**src/rtl/regfile_wb_arbiter_pkg.sv**
```systemverilog
// Shared widths and the write-source encoding for the register-file write-back path.
// src_t values are chosen so they can drive write_data_sel directly.
package regfile_wb_arbiter_pkg;

  localparam int REG_AW = 3;
  localparam int REG_DW = 32;
  localparam int NREGS  = 8;

  typedef enum logic {
    SRC_ID  = 1'b0,
    SRC_ALU = 1'b1
  } src_t;

endpackage

```
**src/rtl/regfile_wb_arbiter_rr_arb2.sv**
```systemverilog
// Two-requester round-robin arbiter for the write port.
// last_grant remembers the most recent winner; on contention the other side wins.
module rr_arb2
  import regfile_wb_arbiter_pkg::*;
(
  input  logic clk,
  input  logic reset,
  input  logic req_alu,
  input  logic req_id,
  output logic gnt_alu,
  output logic gnt_id,
  output src_t last_grant
);

  always_comb begin
    gnt_alu = req_alu && (!req_id || (last_grant == SRC_ID));
    gnt_id  = req_id  && (!req_alu || (last_grant == SRC_ALU));
  end

  always_ff @(posedge clk or negedge reset) begin
    if (!reset) begin
      last_grant <= SRC_ID;
    end else if (gnt_alu) begin
      last_grant <= SRC_ALU;
    end else if (gnt_id) begin
      last_grant <= SRC_ID;
    end
  end

endmodule

```
**src/rtl/regfile_wb_arbiter.sv**
```systemverilog
// Write-back arbiter and busy scoreboard for the 8 x 32-bit register file.
// Handshake: a transfer happens in any cycle where valid && ready; requesters hold addr/data while valid && !ready.
module regfile_wb_arbiter #(
  parameter int NREGS = regfile_wb_arbiter_pkg::NREGS,
  parameter int DW    = regfile_wb_arbiter_pkg::REG_DW
) (
  input  logic                     clk,
  input  logic                     reset,
  input  logic                     alu_valid,
  output logic                     alu_ready,
  input  logic [$clog2(NREGS)-1:0] alu_addr,
  input  logic [DW-1:0]            alu_data,
  input  logic                     id_valid,
  output logic                     id_ready,
  input  logic [$clog2(NREGS)-1:0] id_addr,
  input  logic [DW-1:0]            id_data,
  input  logic                     claim_valid,
  output logic                     claim_ready,
  input  logic [$clog2(NREGS)-1:0] claim_addr,
  input  logic [$clog2(NREGS)-1:0] rs1_addr,
  input  logic [$clog2(NREGS)-1:0] rs2_addr,
  output logic                     hazard,
  input  logic                     flush,
  output logic [$clog2(NREGS)-1:0] write_addr,
  output logic [DW-1:0]            write_value_alu,
  output logic [DW-1:0]            write_value_id,
  output logic                     write_data_sel,
  output logic                     write_enable,
  output logic [NREGS-1:0]         busy
);

  import regfile_wb_arbiter_pkg::*;

  logic       req_alu;
  logic       req_id;
  logic       gnt_alu;
  logic       gnt_id;
  src_t       last_grant;
  src_t       write_src;
  logic       claim_fire;
  logic [NREGS-1:0] busy_next;

  // Reset and flush both close every port, so nothing is accepted that would be dropped.
  assign req_alu = alu_valid && !flush && reset;
  assign req_id  = id_valid  && !flush && reset;

  rr_arb2 u_arb (
    .clk        (clk),
    .reset      (reset),
    .req_alu    (req_alu),
    .req_id     (req_id),
    .gnt_alu    (gnt_alu),
    .gnt_id     (gnt_id),
    .last_grant (last_grant)
  );

  assign alu_ready      = gnt_alu;
  assign id_ready       = gnt_id;
  assign write_data_sel = write_src;

  assign claim_ready = !busy[claim_addr] && !flush && reset;
  assign claim_fire  = claim_valid && claim_ready;
  assign hazard      = busy[rs1_addr] | busy[rs2_addr];

  // A claim can only be accepted for a non-busy register, so letting the set win is safe.
  always_comb begin
    busy_next = busy;
    if (write_enable) begin
      busy_next[write_addr] = 1'b0;
    end
    if (claim_fire) begin
      busy_next[claim_addr] = 1'b1;
    end
  end

  always_ff @(posedge clk or negedge reset) begin
    if (!reset) begin
      busy <= '0;
    end else if (flush) begin
      busy <= '0;
    end else begin
      busy <= busy_next;
    end
  end

  // Only the value register of the winning source loads; the other keeps its old contents.
  always_ff @(posedge clk or negedge reset) begin
    if (!reset) begin
      write_enable    <= 1'b0;
      write_addr      <= '0;
      write_src       <= SRC_ID;
      write_value_alu <= '0;
      write_value_id  <= '0;
    end else if (flush) begin
      write_enable    <= 1'b0;
    end else if (gnt_alu) begin
      write_enable    <= 1'b1;
      write_addr      <= alu_addr;
      write_src       <= SRC_ALU;
      write_value_alu <= alu_data;
    end else if (gnt_id) begin
      write_enable    <= 1'b1;
      write_addr      <= id_addr;
      write_src       <= SRC_ID;
      write_value_id  <= id_data;
    end else begin
      write_enable    <= 1'b0;
    end
  end

  a_one_ready : assert property (@(posedge clk) disable iff (!reset)
    !(alu_ready && id_ready));

  a_rr_fair : assert property (@(posedge clk) disable iff (!reset)
    (req_alu && req_id) |-> (gnt_alu == (last_grant == SRC_ID)));

endmodule

```
**config.mk**
```make
export PLATFORM = sky130hd
export DESIGN_NAME = regfile_wb_arbiter
export DESIGN_NICKNAME = d
export VERILOG_FILES = /design/src/rtl/regfile_wb_arbiter_pkg.sv /design/src/rtl/regfile_wb_arbiter_rr_arb2.sv /design/src/rtl/regfile_wb_arbiter.sv
export SDC_FILE = /design/constraint.sdc
export NUM_CORES = 1
export LEC_CHECK = 0
export BUFFER_PORTS_ARGS = -buffer_cell sky130_fd_sc_hd__buf_2
export CAP_MARGIN = 20
export CELL_PAD_IN_SITES_DETAIL_PLACEMENT = 1
export CELL_PAD_IN_SITES_GLOBAL_PLACEMENT = 1
export CORE_MARGIN = 2
export CORE_UTILIZATION = 39
export DETAILED_ROUTE_END_ITERATION = 16
export GPL_TIMING_DRIVEN = 0
export PLACE_DENSITY_LB_ADDON = 0.1
export REMOVE_ABC_BUFFERS = 1
export SLEW_MARGIN = 10
export SYNTH_ARGS = -nofsm -noshare
export SYNTH_HDL_FRONTEND = slang
export SYNTH_SLANG_ARGS = --single-unit
```
**constraint.sdc**
```tcl
create_clock -name clk -period 2.7 [get_ports clk]
set_input_delay 0.27 -clock clk [delete_from_list [all_inputs] [get_ports clk]]
set_output_delay 0.27 -clock clk [all_outputs]
set_load 0.03 [all_outputs]
```
==> results.md <==
* Final hold vios at 0
* Pre-CTS setup slack at 0.175 ns
* # nets final at 483
* Overall power at 3880 µW
* Total track usage at 0.181
* Crit Path Category: in -> out
* Placed Cells at 493
* Outcome: finished clean
* Critical Path End: id_ready
* Netlist cell types at 35
* CP Capture Type: output port
* Number of synthesized flops with an enable pin at 0
* Starting Density at 0.400
* CTS tree: yes
* Top_reg_cell synth: dfrtp_1
* Seq/Total Area, Yosys at 0.562
* Worst-Skew Late Latency at 0.34 ns
* Via count at 2592
* Vias in the first global route at 2778
* Maximum vdd drop at 0.000460 V
* Final estimated routing congestion in global placement at 0.828
* # port buffers at 165
* Worst-path clk slew at 0.08 ns
* Initial DRC Count at 37
* ANT cells at 0
* DP HPWL at 6360 µm
* Post-synthesis cell count at 229
* # DRC at 0
* Worst EP required at 2.43 ns
* Final period utilization at 0.892
* Die Span X at 98.4 µm
* Global route overflow at 0
* Yosys top cell by area: dfrtp_1
* Relative slew margins at 0.700
* CP startpoint: reset
* Final Setup Violations at 0
* Core box area at 8680 µm²
* R2R Path Start: u_arb.last_grant
* Leak pwr at 0.00233 µW
* Ys async rst share at 1.00
* First-pass GRT wire length at 13900 µm
* Worst path bufs/invs at 4
* Syn avg cell area at 15.2 µm²
* Critical Path Stages at 6
* CTS root buffer: clkbuf_8
* Die height at 98.4 µm
* Die ar. at 9680 µm²
* Final Max Slew Viols at 0
* RSZ-0062 raised after global routing: false
* Yosys Warn Count at 0
* Clock Skew at 0.00614 ns
* CP delay by family, top: buffers and inverters
* Delay of the slowest critical-path stage at 0.53 ns
* Initial antenna violation count at 0
* Fmax at 0.415 GHz
* Maximum level of the CTS H-tree at 3
* Worst setup margin at 0.293 ns
* Power density cells at 842 nW/µm²
* Crit path DAT at 2.14 ns
* Top-count cell post-synth: dfrtp_1
* IO Pins at 166
* Worst Path Max Fanout at 18
* Layout Cells excl Fill at 511
* Max Cap Viol at 0
* Largest net degree at the start of global routing at 41
* Clock Sinks at 78
* CTS Buffer Depth at 2
* Total CTS buffers at 9
* Worst R2R End: write_value_id[26]
* Area share of the largest cell type after synthesis at 0.562
* Wire per inst at 16.8 µm
* Fin Hold WS at 0.146 ns
* Post-synth top cells: dfrtp_1, mux2_2, mux2_4
* Cell area after synthesis at 3470 µm²
* Min-Delay Startpoint: alu_data[27]
* Yosys reg bits at 78
* Post-Route Setup TNS at 0 ns
* Drt first pass iters at 6
* Setup slack, reg-to-reg at 1.09 ns
* Crit path max-delay cell type: dlygate4sd3_1
* Rows at 34
* Worst slew pin tran at 0.451 ns
* Largest cells by area after synthesis: dfrtp_1, mux2_4, mux2_2
* Final worst path period need at 2.41 ns
* Post-DRT Antenna Nets at 0
* Crit start category: input port
* Share of layout cells above drive strength 1 at 0.628
* CP Cell Sequence: dlygate4sd3_1, buf_4, nor2b_4, o211a_4, buf_16, buf_2
* Hold crit path type: in -> reg
* Via/cell ratio at 5.07
* Area grow syn2layout at 32.5%
* Final wirelength at 8580 µm
* FF-to-FF path depth at 3
==> layer usage <==
metal | part of all wire | up-vias | GRT usage
met4 | 0.0099 | 0 | 0.0432
met2 | 0.50 | 100 | 0.305
met3 | 0.076 | 8 | 0.0637
li1 | - | 1178 | -
met5 | 0 | - | 0
met1 | 0.41 | 1306 | 0.223
==> metrics by stage <==
step            util  area (µm²)
3_5_place_dp   0.501        4350
5_1_grt        0.530        4600
2_1_floorplan      -        3340
6_report       0.530        4600
4_1_cts        0.530        4600
3_3_place_gp   0.496        4300
==> worst register-to-register path: stages, from the launching register on <==
cell and delay, ns:
dfrtp_1 0.47, o211a_4 0.45, buf_16 0.22, mux2_2 0.35
==> sequential cells by signal (all words and copies together), names as in the netlist <==
signal            flops
write_addr            3
u_arb.last_grant      1
busy                  8
write_data_sel        1
write_enable          1
write_value_id       32
write_value_alu      32
==> cell type report <==
class	instances	area [µm²]
Clock inverter	5	82.6
Inverter	9	33.8
Multi-Input combinational cell	131	1360
Sequential cell	78	1950
Timing Repair Buffer	169	906
Clock buffer	11	131
Fill cell	959	4080
Tap cell	108	135
==> power breakdown <==
group	switching, µW	internal, µW	total (µW)
clock network	423	525	948
registers	146	1430	1580
logic	838	512	1350
==> layout by cell type, fill, tap and decap left out, types with 3 or more instances in the layout <==
cell type    n
a21oi_1      3
buf_2      164
clkbuf_8     9
nand4b_1     3
nand2_1      4
a31oi_1      4
mux4_2       4
nand2b_1     6
dfrtp_1     78
mux2_4      28
inv_1        9
o2111ai_1    3
mux2_2      35
o21ai_0      5
mux2i_1      4
nand3_1      6
o311ai_0     4
nor2_1       5
==> how the worst min path moves through the flow <==
stage | endpoint | cells past startpoint
after floorplan | busy[0] | 0
after global placement | write_value_alu[27] | 1
after detailed placement | busy[7] | 1
after CTS | write_value_alu[27] | 2
after global routing | write_value_alu[13] | 2
final | write_value_alu[27] | 2
==> what timing repair did <==
action / CTS / global route
setup buffers: 0 / 0
hold endpoints to repair: 38 / 0
hold buffers: 2 / 0
resized for setup: 0 / 1
endpoints found under the setup margin: 0 / 1
==> kinds of logic after synthesis <==
logic type,after synthesis,synth area share
AND/OR/NAND/NOR,30,0.0537
AO/OA/AOI/OAI,29,0.0612
multiplexers,72,0.275
buffers and inverters,20,0.0479
flip-flops,78,0.562
No activity file was read; power rests on OpenSTA's default activity.
